<file path="src/rtl/mem_control_ws.sv">
// ---------------------------------------------------------------------------
// mem_control_ws
//
// Memory decode and access sequencer for a Z80-style core. Decodes the live
// CPU address into one of three regions (internal PRAM, internal DRAM,
// external port), drives the RAM chip enables / write strobe, and holds the
// CPU in WAIT for a per-region number of wait states. External accesses run a
// req/ack handshake with a bounded timeout that raises a one-cycle bus error.
//
// Parameters
//   ADDR_W      address bus width
//   PRAM_TOP    highest PRAM address (inclusive)
//   DRAM_TOP    highest DRAM address (inclusive)
//   PRAM_WS     wait states inserted for a PRAM access
//   DRAM_WS     wait states inserted for a DRAM access
//   CNT_W       width of the wait-state and timeout counters
//   EXT_TIMEOUT cycles spent waiting for ext_ack before a bus error
//
// Ports
//   i_clk       system clock, rising edge
//   i_reset_n   synchronous reset, active low
//   i_m1        Z80 M1, active low (opcode fetch)
//   i_mreq      Z80 MREQ, active low
//   i_wr        Z80 WR, active low
//   i_address   CPU address
//   i_ext_ack   external bridge acknowledge, active high
//   o_pram_ce   PRAM chip enable, active low
//   o_dram_ce   DRAM chip enable, active low
//   o_dram_wr   DRAM write strobe, active low
//   o_wait_n    Z80 WAIT, active low
//   o_ext_req   external access request, active high, registered
//   o_ext_we    external write, active high, registered
//   o_bus_err   one-cycle pulse on external timeout, registered
// ---------------------------------------------------------------------------
module mem_control_ws #(
   parameter int unsigned           ADDR_W      = 16,
   parameter logic [ADDR_W-1:0]     PRAM_TOP    = 16'h0FFF,
   parameter logic [ADDR_W-1:0]     DRAM_TOP    = 16'h01FF,
   parameter int unsigned           PRAM_WS     = 0,
   parameter int unsigned           DRAM_WS     = 1,
   parameter int unsigned           CNT_W       = 4,
   parameter int unsigned           EXT_TIMEOUT = 15
) (
   input  logic              i_clk,
   input  logic              i_reset_n,
   input  logic              i_m1,
   input  logic              i_mreq,
   input  logic              i_wr,
   input  logic [ADDR_W-1:0] i_address,
   input  logic              i_ext_ack,
   output logic              o_pram_ce,
   output logic              o_dram_ce,
   output logic              o_dram_wr,
   output logic              o_wait_n,
   output logic              o_ext_req,
   output logic              o_ext_we,
   output logic              o_bus_err
);

   typedef enum logic [1:0] {
      S_IDLE     = 2'd0,
      S_WAIT_INT = 2'd1,
      S_WAIT_EXT = 2'd2,
      S_HOLD     = 2'd3
   } state_t;

   localparam logic [CNT_W-1:0] LP_PRAM_WS = CNT_W'(PRAM_WS);
   localparam logic [CNT_W-1:0] LP_DRAM_WS = CNT_W'(DRAM_WS);
   localparam logic [CNT_W-1:0] LP_TO_LAST = CNT_W'(EXT_TIMEOUT - 1);
   localparam logic [CNT_W-1:0] LP_ONE     = CNT_W'(1);

   state_t           r_state;
   logic [CNT_W-1:0] r_cnt;
   logic [CNT_W-1:0] r_tcnt;
   logic             r_ext_req;
   logic             r_ext_we;
   logic             r_bus_err;

   state_t           w_state_nxt;
   logic [CNT_W-1:0] w_cnt_nxt;
   logic [CNT_W-1:0] w_tcnt_nxt;
   logic             w_ext_req_nxt;
   logic             w_ext_we_nxt;
   logic             w_bus_err_nxt;
   logic             w_wait_n;

   logic             w_is_pram;
   logic             w_is_dram;
   logic             w_is_ext;
   logic             w_mreq_act;
   logic [CNT_W-1:0] w_ws;
   logic             w_ws_nz;

   // Region decode on the live address; the sequencer only consults it while
   // in IDLE, which is what freezes the region for the rest of an access.
   assign w_is_pram  = ~i_m1 && (i_address <= PRAM_TOP);
   assign w_is_dram  =  i_m1 && (i_address <= DRAM_TOP);
   assign w_is_ext   = ~w_is_pram && ~w_is_dram;
   assign w_mreq_act = ~i_mreq;

   assign w_ws    = w_is_pram ? LP_PRAM_WS : LP_DRAM_WS;
   assign w_ws_nz = (w_ws != '0);

   // Strobes are plain decode, forced inactive while reset is held.
   assign o_pram_ce = ~(i_reset_n && w_mreq_act && w_is_pram);
   assign o_dram_ce = ~(i_reset_n && w_mreq_act && w_is_dram);
   assign o_dram_wr = ~(i_reset_n && ~i_mreq && ~i_wr);

   assign o_wait_n  = i_reset_n ? w_wait_n : 1'b1;
   assign o_ext_req = r_ext_req;
   assign o_ext_we  = r_ext_we;
   assign o_bus_err = r_bus_err;

   always_ff @(posedge i_clk) begin
      if (!i_reset_n) begin
         r_state   <= S_IDLE;
         r_cnt     <= '0;
         r_tcnt    <= '0;
         r_ext_req <= 1'b0;
         r_ext_we  <= 1'b0;
         r_bus_err <= 1'b0;
      end else begin
         r_state   <= w_state_nxt;
         r_cnt     <= w_cnt_nxt;
         r_tcnt    <= w_tcnt_nxt;
         r_ext_req <= w_ext_req_nxt;
         r_ext_we  <= w_ext_we_nxt;
         r_bus_err <= w_bus_err_nxt;
      end
   end

   always_comb begin
      w_state_nxt   = r_state;
      w_cnt_nxt     = r_cnt;
      w_tcnt_nxt    = r_tcnt;
      w_ext_req_nxt = r_ext_req;
      w_ext_we_nxt  = r_ext_we;
      w_bus_err_nxt = 1'b0;
      w_wait_n      = 1'b1;

      case (r_state)
         S_IDLE: begin
            // WAIT asserts in the same cycle MREQ is first seen low, so the
            // first wait state is spent here rather than in WAIT_INT.
            w_wait_n = ~(w_mreq_act && (w_is_ext || w_ws_nz));
            if (w_mreq_act) begin
               if (w_is_ext) begin
                  w_state_nxt   = S_WAIT_EXT;
                  w_ext_req_nxt = 1'b1;
                  w_ext_we_nxt  = ~i_wr;
                  w_tcnt_nxt    = '0;
               end else if (w_ws_nz) begin
                  w_state_nxt = S_WAIT_INT;
                  w_cnt_nxt   = w_ws - LP_ONE;
               end else begin
                  w_state_nxt = S_HOLD;
               end
            end
         end

         S_WAIT_INT: begin
            w_wait_n = (r_cnt == '0);
            if (i_mreq) begin
               w_state_nxt = S_IDLE;
            end else if (r_cnt != '0) begin
               w_cnt_nxt = r_cnt - LP_ONE;
            end else begin
               w_state_nxt = S_HOLD;
            end
         end

         S_WAIT_EXT: begin
            // Acknowledge releases WAIT combinationally in the ack cycle.
            w_wait_n     = i_ext_ack;
            w_ext_we_nxt = ~i_wr;
            if (i_mreq) begin
               w_state_nxt   = S_IDLE;
               w_ext_req_nxt = 1'b0;
               w_ext_we_nxt  = 1'b0;
            end else if (i_ext_ack) begin
               w_state_nxt   = S_HOLD;
               w_ext_req_nxt = 1'b0;
               w_ext_we_nxt  = 1'b0;
            end else if (r_tcnt == LP_TO_LAST) begin
               w_state_nxt   = S_HOLD;
               w_ext_req_nxt = 1'b0;
               w_ext_we_nxt  = 1'b0;
               w_bus_err_nxt = 1'b1;
            end else begin
               w_tcnt_nxt = r_tcnt + LP_ONE;
            end
         end

         S_HOLD: begin
            // Parks here until MREQ goes high so one bus cycle is one access.
            w_wait_n = 1'b1;
            if (i_mreq) begin
               w_state_nxt = S_IDLE;
            end
         end

         default: begin
            w_state_nxt = S_IDLE;
         end
      endcase
   end

endmodule
</file>
<file path="config.mk">
export PLATFORM = sky130hd
export DESIGN_NAME = mem_control_ws
export DESIGN_NICKNAME = d
export VERILOG_FILES = /design/src/rtl/mem_control_ws.sv
export SDC_FILE = /design/constraint.sdc
export NUM_CORES = 1
export LEC_CHECK = 0
export ABC_AREA = 1
export CAP_MARGIN = 20
export CORE_ASPECT_RATIO = 1.25
export CORE_MARGIN = 8
export CORE_UTILIZATION = 49
export CTS_BUF_LIST = sky130_fd_sc_hd__clkbuf_16
export DETAILED_ROUTE_END_ITERATION = 10
export GPL_ROUTABILITY_DRIVEN = 0
export PLACE_DENSITY = 0.81
export SLEW_MARGIN = 0
export SYNTH_ARGS = -nofsm -noshare
export SYNTH_HDL_FRONTEND = slang
export SYNTH_SLANG_ARGS = --single-unit
</file>
<file path="constraint.sdc">
create_clock -name i_clk -period 2.35 [get_ports i_clk]
set_clock_uncertainty 0.1 [all_clocks]
set_input_delay 0.235 -clock i_clk [delete_from_list [all_inputs] [get_ports i_clk]]
set_output_delay 0.235 -clock i_clk [all_outputs]
set_load 0.02 [all_outputs]
</file>
After elaboration in Yosys (flattened, before gate mapping)
Cells that the tools add are included.
{"block": "totals", "output_inout_bits": 7, "word_cells": 97, "ff_bits": 13}
{"block": "classes", "n_mux": 38, "bitwise_logic": 11, "reduce_logical": 21, "n_lt_le_gt_ge": 2, "n_eq_ne": 16, "n_addsub": 3}
{"op": "$mux W4", "count": 10}
{"op": "$ne A2 B2 Y1 const B", "count": 10}
{"op": "$mux W2", "count": 9}
{"op": "$le A16 B12 Y1 const B", "count": 1}
{"op": "$le A16 B9 Y1 const B", "count": 1}
{"op": "$pmux W4 S2", "count": 2}
{"op": "$mux W1", "count": 13}
{"op": "$reduce_and A6 Y1", "count": 2}
{"op": "$not A1 Y1", "count": 11}
{"op": "$logic_and A1 B1 Y1", "count": 8}
{"op": "$pmux W2 S4", "count": 1}
{"op": "$reduce_and A4 Y1", "count": 2}
{"op": "$reduce_bool A4 Y1", "count": 2}
{"op": "$add A4 B1 Y4 const B", "count": 1}
{"op": "$eq A2 B2 Y1 const B", "count": 2}
{"op": "$eq A4 B4 Y1 const B", "count": 1}
{"op": "$logic_not A4 Y1", "count": 1}
{"op": "$ne A4 B4 Y1 const B", "count": 1}
{"op": "$pmux W1 S2", "count": 2}
{"op": "$pmux W1 S4", "count": 1}
{"op": "$reduce_bool A2 Y1", "count": 2}
{"op": "$reduce_or A4 Y1", "count": 1}
{"op": "$sub A4 B1 Y4 const B", "count": 1}
{"op": "$ne A3 B3 Y1 const B", "count": 1}
{"op": "other kinds (5)", "count": 5}

Logic depth before layout (Yosys ltp)
{"block": "depth", "depth_word": 9, "depth_mapped": 10}

Worst setup path after synthesis
OpenSTA, ideal clock, no wires.
{"block": "synth_path", "kind": "reg2reg", "start": "register r_state[0]", "end": "register r_tcnt[0]", "synth_period_minus_slack_ps": 1579, "slack_ps": 771, "path_buffers": 0, "setup_ps": 113, "path_stages_with_launch": 9, "arrival_ps": 1366, "path_cell_list": "dfxtp_1 -> inv_1 -> ha_1 -> nand2_1 -> o21ai_2 -> nor3_4 -> nand2_2 -> o21ai_1 -> nor2_1"}
{"block": "synth_via", "elab_chain_cells": 3, "elab_cells_between_ends": 10, "classes_between": "eq/ne: 6; mux: 1; reduce/logical: 3"}
{"element": "from (decl)", "line_no": "72", "text": "state_t r_state;"}
{"element": "from (signal assigned)", "line_no": "123", "text": "r_state <= w_state_nxt;"}
{"element": "$eq A2 B2 Y1 / $logic_not A2 Y1 (equally long branches)", "line_no": "141", "text": "case (r_state)"}
{"element": "$ne A2 B2 Y1 (no line) / $reduce_bool A2 Y1 (equally long branches)"}
{"element": "$reduce_and A6 Y1 (no line)"}
{"element": "to (signal assigned)", "line_no": "125", "text": "r_tcnt <= w_tcnt_nxt;"}
{"element": "to (decl)", "line_no": "74", "text": "logic [CNT_W-1:0] r_tcnt;"}
Several ways; a longest one is shown, not always the timed one.
A chain may end at the register's enable or synchronous reset.

Worst setup path in the final report
{"block": "layout_path", "start": "input port i_reset_n", "end": "output port o_dram_wr"}
{"block": "layout_via", "elab_chain_cells": 3}
{"element": "from (decl)", "line_no": "45", "text": "input logic i_reset_n,"}
{"element": "$logic_and A1 B1 Y1 (2 in a row)", "line_no": "107", "text": "assign o_dram_wr = ~(i_reset_n && ~i_mreq && ~i_wr);"}
{"element": "$not A1 Y1", "line_no": "107"}
{"element": "to (decl)", "line_no": "53", "text": "output logic o_dram_wr,"}
No other way between the ends.

==> summary by stage <==
Status
The flow ran to the end, and the final reports show no timing, DRC or antenna violations.

STA
The count of pins over their slew limit is 0. The worst path uses 92.1% of the clock period. In the final timing run, aggregate negative setup slack is 0 ns. For this run, the top clock speed supported by timing is around 460 MHz.

In this run the tightest slew margin relative to its limit is a little over four fifths. The clock period minus worst slack is 2.16 ns. Setup violations remaining at the end of the flow were counted as 0. Setup repair after global routing left no endpoint under its margin. For the pin with the worst max-slew slack, the measured transition is roughly 0.24 ns. The final hold violation count was 0.

Hold path
The min-delay analysis places its worst path in the category reg -> reg.

Die
For this configuration, the core starts out at a cell density of approximately 50%. The boundary pin count is 29. Measured along the y axis, the die boundary spans about 65 um. The area inside the core boundary is roughly 1900 um^2. The die footprint is ~3600 um^2. In this run the core area contains 18 standard-cell rows. The width of the die is 55.5 um.

Logic synthesis
The top flip-flop cell by instance count after synthesis is sky130_fd_sc_hd__dfxtp_1. The post-synthesis instance area is between 900 and 1000 um^2. The number of enable flip-flop cells after synthesis is 0. After synthesis, the netlist uses 28 different library cells. The number of warnings printed during yosys synthesis is 0.

The cell count after synthesis is ~140. The number of nets produced by synthesis is roughly 170. The sequential fraction of the synthesis area is a little over a quarter. After synthesis, the share of flip-flops with an asynchronous set or reset is 0%. The synthesized design contains 13 register bits. The mean post-synth cell area is 6.71 um^2.

Critical path
The kind of launch point of the worst setup path is an input port. The sort of element at the end of the critical path is an output pin. The worst setup path is of the in -> out kind. The required time at the endpoint of the critical path is between 2 and 2.5 ns. The slack of the worst reg-to-reg path is 0.68 ns.

At the worst endpoint, the arrival time is about 1.8 ns. Of all nets on the critical path, the largest fanout is 3.

Place
The post-place instance area is between 1000 and 1500 um^2. The HPWL after detailed placement is 1870 um. The number of buffer cells added on primary ports is 19.

Finish
The synthesis-to-finish area growth is 33.9%. 0 antenna diodes ended up in the layout. The number of nets in the finished design is 199. The finished cells cover approximately 1300 um^2.

The fraction of final layout cells with drive strength greater than 1 is roughly 15%. In the layout the commonest cells are 23 x sky130_fd_sc_hd__nor2_1, 23 x sky130_fd_sc_hd__nand2_1, 18 x sky130_fd_sc_hd__clkdlybuf4s50_1. Fill cells in the final layout number 170.

Clock tree
The maximum buffer depth of the clock tree is 2. The hold buffer count at CTS is 0. The clock root buffer is sky130_fd_sc_hd__clkbuf_16. The register clock-pin slew on the reported worst setup and hold paths is around 0.050 ns. The insertion delay to the later sink of the worst-skew pair is about 0.24 ns. CTS built an H-tree with a depth of 1. Counting every sink on the clock net gives 13. The CTS buffer count is 3. The TritonCTS clock tree is yes. The buffer count from post-CTS setup fixing is 0.

Power and ir drop
In this run the static leakage power is 0.000582 uW. The peak supply drop is 797 uV. The total power density per cell area is 1180 nW/um^2.

Global routing
The total overflow reported by the global router is 0. The via count of the first global-routing pass is between 1000 and 1500. In the global route stage, overall resource usage came out at between 10% and 20%. The initial antenna violation count is 0. The pin count of the biggest net entering global routing is 9. The wire length of the first global-routing pass is between 4000 and 5000 um.

Routing
The mean number of vias per cell is between 5 and 6. The aggregate routed wire length is around 2400 um. The count of nets left with antenna violations once routing finished came out at 0. The pre-antenna-repair detailed-routing pass consisted of 4 iterations. The detailed router finished its first iteration with 29 violations. In the final routed layout, each cell accounts on average for 12.9 um.

The DRC violation count after routing is 0. Across all layers, the routed design uses 1018 vias.

Flow run
Across the run, the number of max-cap violations was 0.
## registers in the layout, indices dropped and copies added, names as in the netlist
| signal | cells |
|---|---|
| o_bus_err | 1 |
| o_ext_req | 1 |
| o_ext_we | 1 |
| r_cnt | 4 |
| r_state | 2 |
| r_tcnt | 4 |
## where the power goes
part | internal (uW) | switching (uW) | total, uW
Sequential | 301 | 67.6 | 368
Clock | 225 | 96.7 | 321
Combinational | 321 | 498 | 819
Total | 847 | 662 | 1510
## final timing paths
kind              startpoint         to  cells after the start
hold / removal      o_ext_we   o_ext_we                      2
setup reg to reg  r_state[0]  r_tcnt[0]                      8
setup / recovery   i_reset_n  o_dram_wr                      6
hold reg to reg     o_ext_we   o_ext_we                      2
## through the flow
| stage | setup WS (ns) | util [%] | total power, uW | hold slack, ns | instances |
|---|---|---|---|---|---|
| finish | 0.186 | 66.7 | 1510 | 0.386 | 188 |
| global placement | 0.154 | 62.4 | 1140 | 0.356 | 184 |
| detailed placement | 0.132 | 62.4 | 1170 | 0.361 | 184 |
| global route | 0.0779 | 66.7 | 1650 | 0.404 | 188 |
| CTS | 0.206 | 66.5 | 1500 | 0.378 | 188 |
| floorplan | 0.771 | - | 979 | 0.213 | 142 |
## routing by layer
| layer | global-route usage [%] | up-vias | part of all wire, % |
|---|---|---|---|
| li1 | - | 515 | - |
| met1 | 13.1 | 474 | 38 |
| met2 | 27.5 | 25 | 57 |
| met3 | 3.47 | 4 | 4.3 |
| met4 | 2.78 | 0 | 1.2 |
| met5 | 0 | - | 0 |
## cell families after synthesis
family	synth area share, %
simple gates	37.4
flops	27.3
compound gates	13.6
fa+ha+maj	10.5
xor+xnor	1.84
buf+inv	9.32
## critical path, cell delays in order
cell and delay [ns]:
sky130_fd_sc_hd__clkdlybuf4s50_1 0.51, sky130_fd_sc_hd__inv_2 0.06, sky130_fd_sc_hd__nor2_1 0.18, sky130_fd_sc_hd__inv_1 0.10, sky130_fd_sc_hd__or2_1 0.21, sky130_fd_sc_hd__clkdlybuf4s50_1 0.53
## cell usage after synthesis, types with 2 or more instances
cell type / n / share of area, %
sky130_fd_sc_hd__nand2_1: 23 / 9.1
sky130_fd_sc_hd__nor2_1: 23 / 9.1
sky130_fd_sc_hd__inv_1: 14 / 5.5
sky130_fd_sc_hd__dfxtp_1: 13 / 27
sky130_fd_sc_hd__nand3_1: 12 / 6.3
sky130_fd_sc_hd__a21oi_1: 10 / 5.2
sky130_fd_sc_hd__ha_1: 8 / 10
sky130_fd_sc_hd__inv_2: 4 / 1.6
sky130_fd_sc_hd__o21ai_0: 4 / 2.1
sky130_fd_sc_hd__o21ai_1: 4 / 2.1
sky130_fd_sc_hd__clkinv_1: 3 / 1.2
sky130_fd_sc_hd__nand3_2: 3 / 3.1
sky130_fd_sc_hd__nand4_1: 3 / 2.0
sky130_fd_sc_hd__nand2_2: 2 / 1.3
sky130_fd_sc_hd__o21a_1: 2 / 1.6
sky130_fd_sc_hd__xnor2_1: 2 / 1.8
## cell type report
type | count | area [um^2] | area share, %
timing repair buffer | 23 | 219 | 17.2
sequential | 13 | 260 | 20.4
clock inverter | 1 | 3.75 | 0.294
multi-input combinational | 106 | 609 | 47.7
tap | 20 | 25.0 | 1.96
clock buffer | 3 | 75.1 | 5.88
inverter | 22 | 83.8 | 6.57
## what timing repair did
item,in CTS,in global routing
endpoints found under the setup margin,1,1
pin swaps,0,0
resized for setup,2,1
cloned,0,0
No activity file was read; power rests on OpenSTA's default activity.
